**config.mk**
```make
export PLATFORM = sky130hd
export DESIGN_NAME = riscy_fetch_unit_flat
export DESIGN_NICKNAME = d
export VERILOG_FILES = /design/src/rtl/riscy_fetch_unit_if.sv /design/src/rtl/riscy_fetch_unit.sv /design/src/flat_wrapper.sv
export SDC_FILE = /design/constraint.sdc
export NUM_CORES = 1
export LEC_CHECK = 0
export CAP_MARGIN = 25
export CORE_UTILIZATION = 48
export DETAILED_ROUTE_END_ITERATION = 8
export GPL_TIMING_DRIVEN = 0
export PLACE_DENSITY = 0.79
export SLEW_MARGIN = 30
export SYNTH_ARGS = -nofsm -noshare
export SYNTH_HDL_FRONTEND = slang
export SYNTH_SLANG_ARGS = --single-unit
export TNS_END_PERCENT = 100
```
**constraint.sdc**
```tcl
create_clock -name clk -period 2.2 [get_ports clk]
set_input_delay 0.66 -clock clk [delete_from_list [all_inputs] [get_ports clk]]
set_output_delay 0.66 -clock clk [all_outputs]
set_load 0.05 [all_outputs]
```
**src/rtl/riscy_fetch_unit_if.sv**
```systemverilog
// ROM read port between the riscy fetch unit (master) and the program ROM (slave).
// rd rises with addr already stable; rd holds until ack is seen high while rd=1; data is valid only in that ack cycle.
interface riscy_fetch_unit_if #(
  parameter int DW = 8,
  parameter int AW = 4
) ();
  logic [AW-1:0] addr;
  logic          rd;
  logic [DW-1:0] data;
  logic          ack;

  modport master (output addr, output rd, input data, input ack);
  modport slave  (input addr, input rd, output data, output ack);
endinterface

```
**src/rtl/riscy_fetch_unit.sv**
```systemverilog
// riscy instruction fetch: PC, ROM read over req/ack, IR split into opcode/i_flag/inst_addr.
// Define RISCY_FETCH_INDIRECT_EN to build the IND state (second ROM read resolving i_flag=1 operands).
module riscy_fetch_unit #(
  parameter int DW       = 8,
  parameter int OPW      = 3,
  parameter int AW       = 4,
  parameter int RESET_PC = 0,
  parameter int TMO      = 15
) (
  input  logic               clk,
  input  logic               rst,
  input  logic               fetch_req,
  input  logic               ld_pc,
  input  logic [AW-1:0]      pc_in,
  input  logic               skip,
  riscy_fetch_unit_if.master rom,
  output logic [OPW-1:0]     opcode,
  output logic               i_flag,
  output logic [AW-1:0]      inst_addr,
  output logic [AW-1:0]      pc,
  output logic               inst_valid,
  output logic               busy,
  output logic               fetch_err,
  output logic [1:0]         fsm_state
);

`ifdef RISCY_FETCH_INDIRECT_EN
  typedef enum logic [1:0] {S_IDLE = 2'd0, S_FETCH = 2'd1, S_IND = 2'd2, S_DONE = 2'd3} state_t;
`else
  typedef enum logic [1:0] {S_IDLE = 2'd0, S_FETCH = 2'd1, S_DONE = 2'd3} state_t;
`endif

  state_t        state, next_state;
  logic [DW-1:0] ir;
  logic [DW-1:0] data_q;
  logic          ack_q;
  logic          rom_rd_q;
  logic [AW-1:0] rom_addr_q;
  logic [7:0]    wait_cnt;
  logic          err_q;

  logic          start_rd;
  logic [AW-1:0] rd_addr;
  logic          cap_ir;
  logic          cap_ea;
  logic          tmo_hit;
  logic          pc_inc;
  logic          pc_load;
  logic          tmo_reached;

  // ROM data is registered on ack, so the FSM consumes it one cycle after the ack edge.
  assign tmo_reached = rom_rd_q && !rom.ack && (wait_cnt == 8'(TMO - 1));

  always_ff @(posedge clk) begin
    if (rst) state <= S_IDLE;
    else     state <= next_state;
  end

  always_comb begin
    next_state = state;
    start_rd   = 1'b0;
    rd_addr    = rom_addr_q;
    cap_ir     = 1'b0;
    cap_ea     = 1'b0;
    tmo_hit    = 1'b0;
    pc_inc     = 1'b0;
    pc_load    = 1'b0;
    case (state)
      S_IDLE: begin
        if (ld_pc)     pc_load = 1'b1;
        else if (skip) pc_inc  = 1'b1;
        if (fetch_req && !err_q) begin
          next_state = S_FETCH;
          start_rd   = 1'b1;
          if (ld_pc)     rd_addr = pc_in;
          else if (skip) rd_addr = pc + AW'(1);
          else           rd_addr = pc;
        end
      end
      S_FETCH: begin
        if (ack_q) begin
          cap_ir = 1'b1;
          pc_inc = 1'b1;
`ifdef RISCY_FETCH_INDIRECT_EN
          if (data_q[AW]) begin
            next_state = S_IND;
            start_rd   = 1'b1;
            rd_addr    = data_q[AW-1:0];
          end else begin
            next_state = S_DONE;
          end
`else
          next_state = S_DONE;
`endif
        end else if (tmo_reached) begin
          tmo_hit    = 1'b1;
          next_state = S_IDLE;
        end
      end
`ifdef RISCY_FETCH_INDIRECT_EN
      S_IND: begin
        if (ack_q) begin
          cap_ea     = 1'b1;
          next_state = S_DONE;
        end else if (tmo_reached) begin
          tmo_hit    = 1'b1;
          next_state = S_IDLE;
        end
      end
`endif
      S_DONE:  next_state = S_IDLE;
      default: next_state = S_IDLE;
    endcase
  end

`ifdef RISCY_FETCH_INDIRECT_EN
  logic [AW-1:0] ea;
`endif

  always_ff @(posedge clk) begin
    if (rst) begin
      pc         <= AW'(RESET_PC);
      ir         <= '0;
      data_q     <= '0;
      ack_q      <= 1'b0;
      rom_rd_q   <= 1'b0;
      rom_addr_q <= '0;
      wait_cnt   <= '0;
      err_q      <= 1'b0;
`ifdef RISCY_FETCH_INDIRECT_EN
      ea         <= '0;
`endif
    end else begin
      ack_q <= rom_rd_q && rom.ack;
      if (rom_rd_q && rom.ack) data_q <= rom.data;

      if (start_rd) begin
        rom_rd_q   <= 1'b1;
        rom_addr_q <= rd_addr;
        wait_cnt   <= '0;
      end else if (rom_rd_q && rom.ack) begin
        rom_rd_q <= 1'b0;
      end else if (tmo_hit) begin
        rom_rd_q <= 1'b0;
        err_q    <= 1'b1;
      end else if (rom_rd_q) begin
        wait_cnt <= wait_cnt + 8'd1;
      end

      if (pc_load)     pc <= pc_in;
      else if (pc_inc) pc <= pc + AW'(1);

      if (cap_ir) ir <= data_q;
`ifdef RISCY_FETCH_INDIRECT_EN
      if (cap_ir)      ea <= data_q[AW-1:0];
      else if (cap_ea) ea <= data_q[AW-1:0];
`endif
    end
  end

`ifdef RISCY_FETCH_INDIRECT_EN
  assign inst_addr = ea;
`else
  assign inst_addr = ir[AW-1:0];
`endif

  assign opcode     = ir[DW-1 -: OPW];
  assign i_flag     = ir[AW];
  assign rom.rd     = rom_rd_q;
  assign rom.addr   = rom_addr_q;
  assign inst_valid = (state == S_DONE);
  assign busy       = (state != S_IDLE);
  assign fetch_err  = err_q;
  assign fsm_state  = state;

endmodule

```
**src/flat_wrapper.sv**
```systemverilog
// flat-port wrapper written by rule: the top's interface ports become plain ports
module riscy_fetch_unit_flat 
#(
  parameter int DW       = 8,
  parameter int OPW      = 3,
  parameter int AW       = 4,
  parameter int RESET_PC = 0,
  parameter int TMO      = 15
)
  (clk, rst, fetch_req, ld_pc, pc_in, skip, opcode, i_flag, inst_addr, pc, inst_valid, busy, fetch_err, fsm_state, rom_addr, rom_rd, rom_data, rom_ack);
  riscy_fetch_unit_if #(.DW(DW), .AW(AW)) rom_i ();
  input  logic clk;
  input  logic rst;
  input  logic fetch_req;
  input  logic ld_pc;
  input  logic [AW-1:0] pc_in;
  input  logic skip;
  output logic [OPW-1:0] opcode;
  output logic i_flag;
  output logic [AW-1:0] inst_addr;
  output logic [AW-1:0] pc;
  output logic inst_valid;
  output logic busy;
  output logic fetch_err;
  output logic [1:0] fsm_state;
  output wire logic [$bits(rom_i.addr)-1:0] rom_addr;
  output wire logic [$bits(rom_i.rd)-1:0] rom_rd;
  input wire logic [$bits(rom_i.data)-1:0] rom_data;
  input wire logic [$bits(rom_i.ack)-1:0] rom_ack;
  assign rom_addr = rom_i.addr;
  assign rom_rd = rom_i.rd;
  assign rom_i.data = rom_data;
  assign rom_i.ack = rom_ack;
  riscy_fetch_unit #(.DW(DW), .OPW(OPW), .AW(AW), .RESET_PC(RESET_PC), .TMO(TMO)) u_core (.clk(clk), .rst(rst), .fetch_req(fetch_req), .ld_pc(ld_pc), .pc_in(pc_in), .skip(skip), .rom(rom_i), .opcode(opcode), .i_flag(i_flag), .inst_addr(inst_addr), .pc(pc), .inst_valid(inst_valid), .busy(busy), .fetch_err(fetch_err), .fsm_state(fsm_state));
endmodule
```
# After elaboration in Yosys (flattened, before gate mapping)
# Cells that the tools add are included.
# totals
register_bits	37
latchBits	0
ram_bits	0
rom_bits	0
in_bits	18
output_inout_bits	22
mem_count	0
# classes
n_addsub	2
multipliers	0
n_div	0
n_lt_le_gt_ge	0
n_eq_ne	5
shifts	0
mux	23
bitwise_logic	3
reduce_logical	15
# op_table
op	n
4-bit two-way mux	4
1-bit two-way mux	14
3-bit AND reduction	3
8-bit by 1-bit adder with 8-bit output, second input constant	1
8-bit by 4-bit equality test with 1-bit output, second input constant	1
2-bit two-way mux	3
4-bit by 1-bit adder with 4-bit output, second input constant	1
1-bit logical AND	4
2-bit case mux with 2 select lines	1
2-bit nonzero test	2
3-bit by 1-bit inequality test with 1-bit output, second input constant	1
1-bit inverter	3
3-bit nonzero test	1
2-bit by 1-bit equality test with 1-bit output, second input constant	1
2-bit equality test, second input constant	1
1-bit logical NOT	2
2-bit logical NOT	1
2-bit by 1-bit inequality test with 1-bit output, second input constant	1
1-bit case mux with 2 select lines	1
2-bit AND reduction	1
2-bit OR reduction	1

# Longest topological paths before layout
# logic_depth
ltp_word	9
mapped_depth	7
depth_no_buf	6

# Least setup slack after synthesis
# OpenSTA, ideal clock, no wires.
# synth_path
path_kind	register -> output
from	reg u_core.state[1] (netlist: u_core.fsm_state[1])
to	out inst_valid
arrival_ns	1.254
required_time_ns	1.540
setup_slack_ns	0.286
path_stages_with_launch	2
cell_sequence	dfxtp_1 > and2_1
# synth_between
elab_chain_cells	1
# synth_rtl
element	line_no	text
from (decl)	riscy_fetch_unit.sv:33	state_t state, next_state;
from (signal assigned)	riscy_fetch_unit.sv:56	else state <= next_state;
2-bit equality test	riscy_fetch_unit.sv:171	assign inst_valid = (state == S_DONE);
to (decl)	flat_wrapper.sv:22	output logic inst_valid;
# Every way passes these cells.

# Final worst setup path
# layout_path
from	reg u_core.ir[4]
to	out i_flag
# layout_lines
element	line_no	text
from (decl)	riscy_fetch_unit.sv:34	logic [DW-1:0] ir;
from (signal assigned)	riscy_fetch_unit.sv:153	if (cap_ir) ir <= data_q;
to (decl)	flat_wrapper.sv:19	output logic i_flag;
# No word-level cell between the ends.

==> run_results.csv <==
group,metric,value,unit
global_routing,grt_pass1_wl,5.89,mm
finish,drive_gt1_frac,0.0851,
global_routing,grt_max_degree,12,
sta,final_max_slew_viol_count,0,
global_routing,overflow,0,
synth,synth_area,1660,um^2
floorplan,die_w,60.7,um
detailed_routing,via_count,1532,
setup_path,crit_family,"buffers and inverters",
setup_path,critPathCaptureType,"primary output",
hold_path,holdCritPathClass,"reg -> reg",
sta,period_share,0.976,
setup_path,crit_chain,"clkdlybuf4s50_1",
synth,ys_types,40,
outcome,status,"completed",
pwr,leakagePower,1.08,nW
sta,relSlewSlack,0.589,
setup_path,cp_slowest_cell,"clkdlybuf4s50_1",
synth,syn_inst,189,
clock_tree,cts_hold_buf,0,
detailed_routing,drcViolationCount,0,
detailed_routing,wl,3.79,mm
place,place_congestion,0.792,
setup_path,crit_buf_inv,1,
floorplan,die_h,60.7,um
job,cap_viol_max_count,0,
synth,ys_ff_latch,37,
clock_tree,clkLatencyLatePin,350,ps
synth,synthesis.nets,210,
sta,hold_violations,0,
clock_tree,cts_setup_buffers,0,
pwr,combinationalPowerShare,0.149,
sta,hold_ws,462,ps
clock_tree,cts_buffer_depth,2,
clock_tree,root_buffer,"clkbuf_4",
clock_tree,clkTransAtPathRegs,110,ps
setup_path,start_kind,"register",
finish,final_nets,255,
clock_tree,htree_levels,2,
clock_tree,cts_tree,"built",
pwr,p_per_area,651,nW/um^2
finish,syn2layout_area_growth,32.3,%
finish,instances_no_fill,279,
clock_tree,numCtsBuffers,5,
sta,fin_skew,14.0,ps
sta,max_freq,466,MHz
clock_tree,cts_resized,13,
pwr,p_clk_frac,0.353,
sta,rsz0062_at_grt,"no",
synth,ys_warn_count,0,
synth,synthArstFlopShare,0,
global_routing,grt_pass1_vias,1377,
global_routing,grt_usage,0.219,
finish,fillCellCount,278,
pwr,swShare,0.266,
floorplan,dieArea,3690,um^2
detailed_routing,ant_nets,0,
sta,fin_setup_tns,0,ps
place,dp_hpwl,2.69,mm
synth,avgSynthCellArea,8.76,um^2
pwr,p_seq_frac,0.498,
floorplan,io_pins,40,
detailed_routing,vias_per_cell,5.49,
pwr,power.total,0.00143,W
sta,max_slew.worst_pin.slew,615,ps
synth,synth_edf_count,0,
place,port_buffers,38,
synth,synth_flop_cell,"dfxtp_1",
setup_path,path_max_fanout,2,
floorplan,rows,20,
floorplan,core-area,3150,um^2
synth,synth_seq_area_share,0.447,
place,dp_cells,271,
sta,post-route-min-period,2150,ps
finish,final_cell_mix,"37 x dfxtp_1, 22 x nor2_1, 19 x a21oi_1, 19 x nand2_1, 17 x clkdlybuf4s50_1",
finish,n_antenna_cell,0,
global_routing,antenna_found_initial,0,
sta,setup_viol,0,
pwr,internal-power,0.00105,W
floorplan,initial_core_util,0.525,
setup_path,slowest_delay,800,ps
setup_path,crit_required,1540,ps
pwr,p_sw,0.000379,W
detailed_routing,dr.pass1.iters,4,
pwr,ir_drop,413,uV
detailed_routing,drtIter0Drc,96,
setup_path,critical_path_class,"reg -> out",
finish,mostFrequentLayoutCell,"dfxtp_1",
clock_tree,cts_sinks,37,
detailed_routing,wl_per_cell,13.6,um
setup_path,critical_path_arrival,1490,ps
[power by group through the flow]
stage | clock [W] | combinational [W] | sequential, W
floorplan | 0 | 0.0000895 | 0.000769
global placement | 0 | 0.000213 | 0.000724
detailed placement | 0 | 0.000219 | 0.000726
CTS | 0.000502 | 0.000213 | 0.000710
global route | 0.000546 | 0.000229 | 0.000713
finish | 0.000503 | 0.000213 | 0.000710
[layout make-up]
type,instances,area [um^2],area share
Buffer,9,48.8,0.0223
Clock buffer,7,55.1,0.0251
Clock inverter,1,30.0,0.0137
Inverter,3,11.3,0.00514
Multi-Input combinational cell,140,855,0.390
Sequential cell,37,741,0.338
Tap cell,44,55.1,0.0251
Timing Repair Buffer,38,394,0.180
[layer usage]
metal | vias up | global-route usage | part of all wire
met5 | - | 0 | 0
met4 | 0 | 0.0909 | 0.023
met3 | 11 | 0.0682 | 0.057
met2 | 54 | 0.363 | 0.47
met1 | 715 | 0.264 | 0.45
li1 | 752 | - | -
[sequential cells by signal, summed over array words and instances (netlist names)]
register / cells
u_core.ack_q: 1
u_core.data_q: 8
u_core.wait_cnt: 8
u_core.ir: 8
u_core.rom.rd: 1
u_core.fsm_state: 2
u_core.fetch_err: 1
u_core.pc: 4
u_core.rom.addr: 4
[final timing paths]
path | start | endpoint | slack [ps] | depth (start not counted)
worst max-delay path | u_core.ir[4] | i_flag | 50 | 1
worst max register to register | u_core.wait_cnt[0] | u_core.wait_cnt[2] | 450 | 7
worst min-delay path | u_core.data_q[2] | u_core.data_q[2] | 460 | 2
worst min register to register | u_core.data_q[2] | u_core.data_q[2] | 460 | 2
[tightest hold or removal path: cells and delay by family (launching register included)]
family,cells,cell delay (ps)
flip-flops,1,330
AO/OA/AOI/OAI,1,50
AND/OR/NAND/NOR,1,50
[kinds of logic (layout without fill, tap and decap cells)]
logic type	count (synthesis)	in the layout	synth area share
multiplexers	13	13	0.0794
adder cells (fa/ha/maj)	3	3	0.0227
AND/OR/NAND/NOR	83	83	0.266
buffers and inverters	12	58	0.0363
AO/OA/AOI/OAI	35	35	0.116
XOR/XNOR	6	6	0.0318
flip-flops	37	37	0.447
[synth_stat cells (2+ instances only)]
| cell type | count | share of area |
|---|---|---|
| ha_1 | 3 | 0.023 |
| o21ai_0 | 10 | 0.030 |
| a21o_1 | 2 | 0.0091 |
| xnor2_1 | 3 | 0.016 |
| nand3_1 | 9 | 0.027 |
| buf_2 | 3 | 0.0091 |
| mux2i_1 | 12 | 0.073 |
| inv_1 | 3 | 0.0068 |
| nand4_1 | 5 | 0.019 |
| or3_1 | 6 | 0.023 |
| xor2_1 | 3 | 0.016 |
| nand2b_1 | 3 | 0.011 |
| a21oi_1 | 19 | 0.057 |
| nand2_1 | 19 | 0.043 |
| nor2b_1 | 4 | 0.015 |
| nor2_1 | 22 | 0.050 |
| dfxtp_1 | 37 | 0.45 |
| clkbuf_1 | 4 | 0.0091 |
[through the flow]
step / setup slack [ps] / util / cell area [um^2]
global placement: -92.0 / 0.663 / 2090
floorplan: 286 / - / 1660
finish: 53.2 / 0.694 / 2190
CTS: 1.86 / 0.687 / 2170
global route: 9.50 / 0.694 / 2190
detailed placement: -150 / 0.663 / 2090
(Power assumes the default switching activity.)
